[src/rtl/seg7_if.sv]
// Display bus for the 4-digit scanned 7-segment driver: staged hex data and
// live decimal points in, multiplexed digit/segment drive and frame strobe out.
interface seg7_if;
  logic [15:0] data;
  logic        load;
  logic [3:0]  dp_in;
  logic [3:0]  dig_sel;
  logic [7:0]  seg;
  logic        frame_done;

  modport master (output data, load, dp_in, input dig_sel, seg, frame_done);
  modport slave  (input data, load, dp_in, output dig_sel, seg, frame_done);
endinterface

[src/rtl/seg7_scan_display.sv]
// Four-digit multiplexed 7-segment driver with tear-free frame updates,
// leading-zero blanking and registered outputs.
module seg7_scan_display #(
  parameter int REFRESH_DIV = 50000,
  parameter bit BLANK_LZ    = 1'b1
) (
  input  logic   clk,
  input  logic   clr,
  seg7_if.slave  bus
);
  localparam int            CW   = $clog2(REFRESH_DIV);
  localparam logic [CW-1:0] PMAX = CW'(REFRESH_DIV - 1);

  logic [CW-1:0] r_presc;
  logic [1:0]    r_idx;
  logic [15:0]   r_shown, r_pend;
  logic          r_pflag;
  logic [3:0]    r_dig;
  logic [7:0]    r_seg;
  logic          r_fd;

  logic       w_tick, w_wrap, w_lz, w_dp;
  logic [3:0] w_nib, w_dig;
  logic [6:0] w_hex;

  function automatic logic [6:0] hex7(input logic [3:0] n);
    case (n)
      4'h0: hex7 = 7'h40; 4'h1: hex7 = 7'h79; 4'h2: hex7 = 7'h24; 4'h3: hex7 = 7'h30;
      4'h4: hex7 = 7'h19; 4'h5: hex7 = 7'h12; 4'h6: hex7 = 7'h02; 4'h7: hex7 = 7'h78;
      4'h8: hex7 = 7'h00; 4'h9: hex7 = 7'h10; 4'hA: hex7 = 7'h08; 4'hB: hex7 = 7'h03;
      4'hC: hex7 = 7'h46; 4'hD: hex7 = 7'h21; 4'hE: hex7 = 7'h06; default: hex7 = 7'h0E;
    endcase
  endfunction

  assign w_tick = (r_presc == PMAX);
  assign w_wrap = w_tick && (r_idx == 2'd3);

  // w_lz: this digit and everything left of it is zero; rightmost never blanks
  always_comb begin
    w_nib = r_shown[3:0];
    w_dig = 4'b1110;
    w_lz  = 1'b0;
    w_dp  = bus.dp_in[0];
    case (r_idx)
      2'd0: begin w_nib = r_shown[15:12]; w_dig = 4'b0111; w_lz = (r_shown[15:12] == 4'h0); w_dp = bus.dp_in[3]; end
      2'd1: begin w_nib = r_shown[11:8];  w_dig = 4'b1011; w_lz = (r_shown[15:8]  == 8'h00); w_dp = bus.dp_in[2]; end
      2'd2: begin w_nib = r_shown[7:4];   w_dig = 4'b1101; w_lz = (r_shown[15:4]  == 12'h000); w_dp = bus.dp_in[1]; end
      default: ;
    endcase
    w_hex = (BLANK_LZ && w_lz) ? 7'h7F : hex7(w_nib);
  end

  always_ff @(posedge clk) begin
    if (!clr) begin
      r_presc <= '0;
      r_idx   <= 2'd0;
      r_shown <= 16'h0000;
      r_pend  <= 16'h0000;
      r_pflag <= 1'b0;
      r_dig   <= 4'b1111;
      r_seg   <= 8'hFF;
      r_fd    <= 1'b0;
    end else begin
      r_presc <= w_tick ? '0 : r_presc + 1'b1;
      if (w_tick) r_idx <= r_idx + 2'd1;
      // shown only moves at the frame boundary; a same-cycle load bypasses pending
      if (w_wrap) begin
        if (bus.load)     r_shown <= bus.data;
        else if (r_pflag) r_shown <= r_pend;
        r_pflag <= 1'b0;
      end else if (bus.load) begin
        r_pend  <= bus.data;
        r_pflag <= 1'b1;
      end
      r_dig <= w_dig;
      r_seg <= {~w_dp, w_hex};
      r_fd  <= w_wrap;
    end
  end

  assign bus.dig_sel    = r_dig;
  assign bus.seg        = r_seg;
  assign bus.frame_done = r_fd;
endmodule
[src/flat_wrapper.sv]
// flat-port wrapper written by rule: the top's interface ports become plain ports
module seg7_scan_display_flat 
#(
  parameter int REFRESH_DIV = 50000,
  parameter bit BLANK_LZ    = 1'b1
)
  (clk, clr, bus_data, bus_load, bus_dp_in, bus_dig_sel, bus_seg, bus_frame_done);
  seg7_if bus_i ();
  input  logic clk;
  input  logic clr;
  input wire logic [$bits(bus_i.data)-1:0] bus_data;
  input wire logic [$bits(bus_i.load)-1:0] bus_load;
  input wire logic [$bits(bus_i.dp_in)-1:0] bus_dp_in;
  output wire logic [$bits(bus_i.dig_sel)-1:0] bus_dig_sel;
  output wire logic [$bits(bus_i.seg)-1:0] bus_seg;
  output wire logic [$bits(bus_i.frame_done)-1:0] bus_frame_done;
  assign bus_i.data = bus_data;
  assign bus_i.load = bus_load;
  assign bus_i.dp_in = bus_dp_in;
  assign bus_dig_sel = bus_i.dig_sel;
  assign bus_seg = bus_i.seg;
  assign bus_frame_done = bus_i.frame_done;
  seg7_scan_display #(.REFRESH_DIV(REFRESH_DIV), .BLANK_LZ(BLANK_LZ)) u_core (.clk(clk), .clr(clr), .bus(bus_i));
endmodule
[config.mk]
export PLATFORM = sky130hd
export DESIGN_NAME = seg7_scan_display_flat
export DESIGN_NICKNAME = d
export VERILOG_FILES = /design/src/rtl/seg7_if.sv /design/src/rtl/seg7_scan_display.sv /design/src/flat_wrapper.sv
export SDC_FILE = /design/constraint.sdc
export NUM_CORES = 1
export LEC_CHECK = 0
export CORE_ASPECT_RATIO = 1.75
export CORE_MARGIN = 2
export CORE_UTILIZATION = 55
export CTS_CLUSTER_DIAMETER = 50
export DETAILED_ROUTE_END_ITERATION = 10
export PLACE_DENSITY_LB_ADDON = 0.05
export SYNTH_ARGS = -nofsm -noshare
export SYNTH_HDL_FRONTEND = slang
export SYNTH_SLANG_ARGS = --single-unit
export TNS_END_PERCENT = 30
[constraint.sdc]
create_clock -name clk -period 2.6 [get_ports clk]
set_input_delay 0.26 -clock clk [delete_from_list [all_inputs] [get_ports clk]]
set_output_delay 0.26 -clock clk [all_outputs]
set_load 0.01 [all_outputs]
# --- After elaboration in Yosys (flattened, before gate mapping) ---
# Memory sizes are Yosys's and may differ from the RTL's. A register that Yosys moved wholly into a read port is not among the register bits.
# Index checks and enable logic that the tools add are counted.
word_totals:
  elab_cells: 35
  rom_bits: 112
  latch_bits: 0
  memories: 1
  reg_bits: 57
  ram_bits: 0
  output_inout_bits: 13
memory_table:
  columns: ["name", "depth", "word_bits", "rd", "rd_ports_with_merged_regs", "wr", "line", "text"]
  rows:
  - ["(no name shown)", 16, 7, 1, 1, 0, "seg7_scan_display.sv:27", "case (n)"]
classes:
  n_shift: 0
  n_reduce_logical: 11
  n_lt_le_gt_ge: 0
  div: 0
  n_addsub: 2
  n_bitwise: 3
  n_mul: 0
  n_eq_ne: 4
  n_mux: 6
op_table:
  columns: ["operator", "n"]
  rows:
  - ["$mux W16", 2]
  - ["$pmux W4 S3", 2]
  - ["$add A16 B1 Y16 const B", 1]
  - ["$eq A16 B16 Y1 const B", 1]
  - ["$logic_not A12 Y1", 1]
  - ["$logic_not A8 Y1", 1]
  - ["$pmux W1 S3", 2]
  - ["$reduce_or A2 Y1", 3]
  - ["$eq A2 B2 Y1 const B", 2]
  - ["$logic_not A4 Y1", 1]
  - ["$reduce_and A2 Y1", 2]
  - ["$not A1 Y1", 3]
  - ["$add A2 B1 Y2 const B", 1]
  - ["$eq A2 B1 Y1 const B", 1]
  - ["$logic_not A2 Y1", 1]
  - ["$reduce_bool A2 Y1", 1]
  - ["$logic_and A1 B1 Y1", 1]

# --- Logic depth before layout (Yosys ltp) ---
# Gate-level depths: netlist of run 1.
logic_depth:
  ltp_word: 4
  ltp_mapped: 10
  depth_no_buf: 10

# --- Least setup slack after synthesis of run 1 ---
# No wires, ideal clock.
synth_timing:
  path_kind: "register -> register"
  from: "register u_core.r_idx[0]"
  to: "register u_core.r_seg[3] (netlist: u_core.bus.seg[3])"
  required_time_ns: 2.471
  setup_slack_ns: 0.435
  t_arrival_ns: 2.036
  setup_time_ns: 0.129
  stages_incl_launch_ff: 9
  path_buffers: 1
  synth_period_minus_slack_ns: 2.165
  cell_sequence: "dfxtp_1 ha_1 clkbuf_1 mux2i_1 inv_1 ha_1 nor2_1 a211oi_1 o21ai_0"
synth_between:
  elab_chain_cells: 3
  elab_cells_between_ends: 6
  classes_between: "eq/ne: 2; mux: 2; reduce/logical: 2"
synth_lines:
  columns: ["item", "line", "text"]
  rows:
  - ["from (decl)", "seg7_scan_display.sv:15", "logic [1:0] r_idx;"]
  - ["from (signal assigned)", "seg7_scan_display.sv:65", "if (w_tick) r_idx <= r_idx + 2'd1;"]
  - ["$eq A2 B2 Y1, or another cell as far along", "seg7_scan_display.sv:44", "case (r_idx)"]
  - ["$pmux W1 S3", "seg7_scan_display.sv:44", null]
  - ["$reduce_or A2 Y1 (no source line)", null, null]
  - ["to (decl)", "seg7_scan_display.sv:19", "logic [7:0] r_seg;"]
# Parallel ways exist; a longest one is shown, timed or not.
# A chain may end at the register's enable or synchronous reset.

# --- Worst setup path in the final report of run 1 ---
layout_timing:
  from: "register u_core.r_presc[7]"
  to: "register u_core.r_shown[11]"
layout_between:
  elab_chain_cells: 3
layout_lines:
  columns: ["item", "line", "text"]
  rows:
  - ["from (decl)", "seg7_scan_display.sv:14", "logic [CW-1:0] r_presc;"]
  - ["from (signal assigned)", "seg7_scan_display.sv:64", "r_presc <= w_tick ? '0 : r_presc + 1'b1;"]
  - ["$eq A16 B16 Y1", "seg7_scan_display.sv:35", "assign w_tick = (r_presc == PMAX);"]
  - ["$logic_and A1 B1 Y1", "seg7_scan_display.sv:36", "assign w_wrap = w_tick && (r_idx == 2'd3);"]
  - ["$reduce_and A2 Y1 (no source line)", null, null]
  - ["to (signal assigned)", "seg7_scan_display.sv:68", "if (bus.load) r_shown <= bus.data;"]
  - ["to (signal assigned)", "seg7_scan_display.sv:69", "else if (r_pflag) r_shown <= r_pend;"]
  - ["to (decl)", "seg7_scan_display.sv:16", "logic [15:0] r_shown, r_pend;"]
# Every way passes these cells.

==> flow_metrics.py, run 1 <==
metrics = {
    "status": {
        "status": "completed",
    },
    "placed_design": {
        "place_congestion": 0.7777,
        "dp_hpwl_mm": 4.114,
        "numPortBuffers": 35,
    },
    "floorplan": {
        "start_util_pct": 56.32,
        "ios": 36,
        "die_area_mm2": 0.005912,
        "core_area_mm2": 0.005167,
        "die_width_um": 58.99,
        "rows": 35,
        "die_y_um": 100.2,
    },
    "sta": {
        "fin_hold_ws_ps": 317.1,
        "min_period_ps": 2340,
        "hold_violations": 0,
        "finClkSkew_ps": 7.043,
        "finalSetupViolCount": 0,
        "setup_tns_ps": 0,
        "rsz0062_at_grt": "false",
        "max_slew_margin_pct": 48.77,
        "worst_pin_slew_ps": 747.0,
        "period_share_pct": 89.99,
        "slew_viol_final": 0,
        "max_freq_ghz": 0.4274,
    },
    "clock_tree": {
        "tritoncts": "built",
        "h-tree-depth": 3,
        "cts-root-buf": "clkbuf_8",
        "ctsResizeCount": 0,
        "cts_setup_buffers": 0,
        "clk_pin_slew_ps": 70,
        "clock_latency_ps": 340,
        "cts_buffer_depth": 2,
        "cts.sinks": 64,
        "cts_hold_buf": 0,
        "numCtsBuffers": 9,
    },
    "worst_setup_path": {
        "worstSetupPathType": "reg -> reg",
        "cp_max_fo": 32,
        "crit_path_cell_trace": "or4b_1, or4_1, nor3_4, buf_12, nand2_1, o211a_1",
        "critPathArrivalTime_ps": 2570,
        "slowest_stage": "or4_1",
        "cp_num_buf_inv": 1,
        "critPathTopFamily": "simple AND/OR/NAND/NOR gates",
        "cpPeakStageDelay_ps": 720,
        "critPathLaunchType": "flop",
        "cp-end-kind": "flop",
        "critPathRequiredTime_ps": 2830,
    },
    "worst_hold_path": {
        "hold_path_class": "in -> reg",
    },
    "finish": {
        "mostFrequentLayoutCells": "dfxtp_1 (64), nand2_1 (48), clkdlybuf4s50_1 (34), nand3_1 (23), nor2_1 (22)",
        "layout.nets": 385,
        "final_common_cell": "dfxtp_1",
        "areaGrowthSynthToFinish_pct": 20.85,
        "diodes": 0,
        "drive_gt1_share_pct": 7.324,
    },
    "pwr": {
        "vdd_ir_drop_max_mv": 0.5019,
        "leakagePower_nw": 1.575,
        "power_density_mw_per_mm2": 600.3,
        "finalPower_mw": 2.111,
    },
    "logic_synthesis": {
        "synth_nets": 354,
        "yosysSeqAreaShare_pct": 44.02,
        "postSynthCellCount": 319,
        "ys_seq_elements": 64,
        "netlist_area_mm2": 0.002910,
        "avgSynthCellArea_um2": 9.123,
        "synth_warnings": 0,
        "ys_types": 40,
    },
    "detailed_routing": {
        "dr_total_vias": 2325,
        "viasPerCell": 5.671,
        "drcViolationCount": 0,
        "finalWirelength_mm": 5.706,
        "drt-initial-drc-count": 89,
        "dr.pass1.iters": 5,
        "ant_nets": 0,
        "wl_per_cell_um": 13.92,
    },
    "global_route": {
        "grt_pass1_vias": 2226,
        "grt-ovfl-total": 0,
        "grt_max_degree": 37,
        "antenna_found_initial": 0,
        "grt_pass1_wl_mm": 9.818,
        "grt_use_total_pct": 21.91,
    },
    "run": {
        "maxCapViolCount": 0,
    },
}
==> Yosys cell counts <==
master      n  area share (%)
o221ai_1    2            0.60
nand2_1    48             6.2
buf_1       1            0.13
nor3_4      1            0.56
o311ai_0    1            0.30
ha_1       12             5.2
xnor2_1     9             2.7
or4bb_1     1            0.39
nor3_1      4            0.69
inv_1      11             1.4
and2_1      3            0.64
a22o_1      1            0.30
buf_6       4             1.5
clkbuf_2    1            0.17
nand4bb_1   1            0.39
a21o_1      2            0.52
o21ai_1     1            0.17
nor3b_1     1            0.26
nor2_1     22             2.8
o211a_1    16             5.5
mux2i_1    19             6.5
o211ai_1    1            0.26
a222oi_1    4             1.4
clkbuf_1   11             1.4
or4b_1      1            0.34
nand3_1    23             4.0
a211oi_1    1            0.26
o31a_1      1            0.30
nor2b_1     1            0.22
buf_2       3            0.52
and3_1      6             1.3
o21ai_2     1            0.30
dfxtp_1    64              44
mux2_2      2            0.77
xor2_1      6             1.8
o21ai_0    21             3.6
or4_1       2            0.52
a21oi_1     5            0.86
a22oi_1     2            0.52
nor4_1      3            0.64
==> sequential cells by signal, summed over array words and instances, names as in the netlist <==
| register | count |
|---|---|
| u_core.r_pflag | 1 |
| u_core.bus.frame_done | 1 |
| u_core.r_idx | 2 |
| u_core.bus.seg | 8 |
| u_core.r_presc | 16 |
| u_core.r_shown | 16 |
| u_core.bus.dig_sel | 4 |
| u_core.r_pend | 16 |
==> cell families (layout without fill, tap and decap cells) <==
| family | after synthesis | count (layout) | synth area share, % |
|---|---|---|---|
| adders and majority gates | 12 | 12 | 5.159 |
| xor gates and xnor gates | 15 | 15 | 4.514 |
| buffers and inverters | 31 | 67 | 5.202 |
| and+or+nand+nor | 117 | 117 | 18.92 |
| muxes | 21 | 21 | 7.309 |
| DFF | 64 | 64 | 44.02 |
| AOI/OAI and AO/OA | 59 | 59 | 14.88 |
==> through the flow <==
step	util [%]	worst slack [ps]	instances	area, um2
floorplan	-	435.5	319	2910
global placement	63.41	302.6	394	3277
detailed placement	63.41	264.6	394	3277
global route	68.06	23.49	410	3517
finish	68.06	260.2	410	3517
CTS	68.06	239.1	410	3517
==> worst paths after layout <==
check                          startpoint                          endpoint  slack, ps  cells past startpoint
max          u_core.r_presc[7]$_SDFF_PP0_   u_core.r_shown[11]$_SDFFE_PN0P_        260                      6
min                                   clr  u_core.bus.dig_sel[0]$_SDFF_PN1_        320                      2
max reg2reg  u_core.r_presc[7]$_SDFF_PP0_   u_core.r_shown[11]$_SDFFE_PN0P_        260                      6
min reg2reg  u_core.r_presc[0]$_SDFF_PP0_      u_core.r_presc[0]$_SDFF_PP0_        460                      1
==> power breakdown <==
group          switching, mW  internal [mW]
sequential            0.0103           1.00
combinational         0.0566         0.0607
clock                  0.364          0.618
total                  0.431           1.68
==> final cells by class <==
class	instances	area (um2)
inverter	11	41.29
clock buffer	12	165.2
multi-input combinational	224	1478
timing repair buffer	40	407.9
clock inverter	4	75.07
fill	447	1650
sequential	64	1281
tap	55	68.82
==> metal layers <==
metal  vias up  part of all wire, %  track usage (%)
met5         -                    0                0
met4         0                  2.3            13.81
met3        10                  3.8            3.093
met2        62                   54            38.80
met1      1080                   40            23.35
li1       1173                    -                -
Note: power is estimated with default switching activity, not from simulation.
==> run 2, diff against run 1 <==
--- a/config.mk
+++ b/config.mk
@@ -5,6 +5,7 @@
 export SDC_FILE = /design/constraint.sdc
 export NUM_CORES = 1
 export LEC_CHECK = 0
+export CAP_MARGIN = 20
 export CORE_ASPECT_RATIO = 1.75
 export CORE_MARGIN = 2
 export CORE_UTILIZATION = 55
==> results of run 2 <==
No change in the layout: final DEF, timing and power equal those of run 1.
==> run 3, diff against run 2 <==
--- a/config.mk
+++ b/config.mk
@@ -12,6 +12,7 @@
 export CTS_CLUSTER_DIAMETER = 50
 export DETAILED_ROUTE_END_ITERATION = 10
 export PLACE_DENSITY_LB_ADDON = 0.05
+export SKIP_LAST_GASP = 1
 export SYNTH_ARGS = -nofsm -noshare
 export SYNTH_HDL_FRONTEND = slang
 export SYNTH_SLANG_ARGS = --single-unit
==> results of run 3 <==
No change in the layout: final DEF, timing and power equal those of run 1.
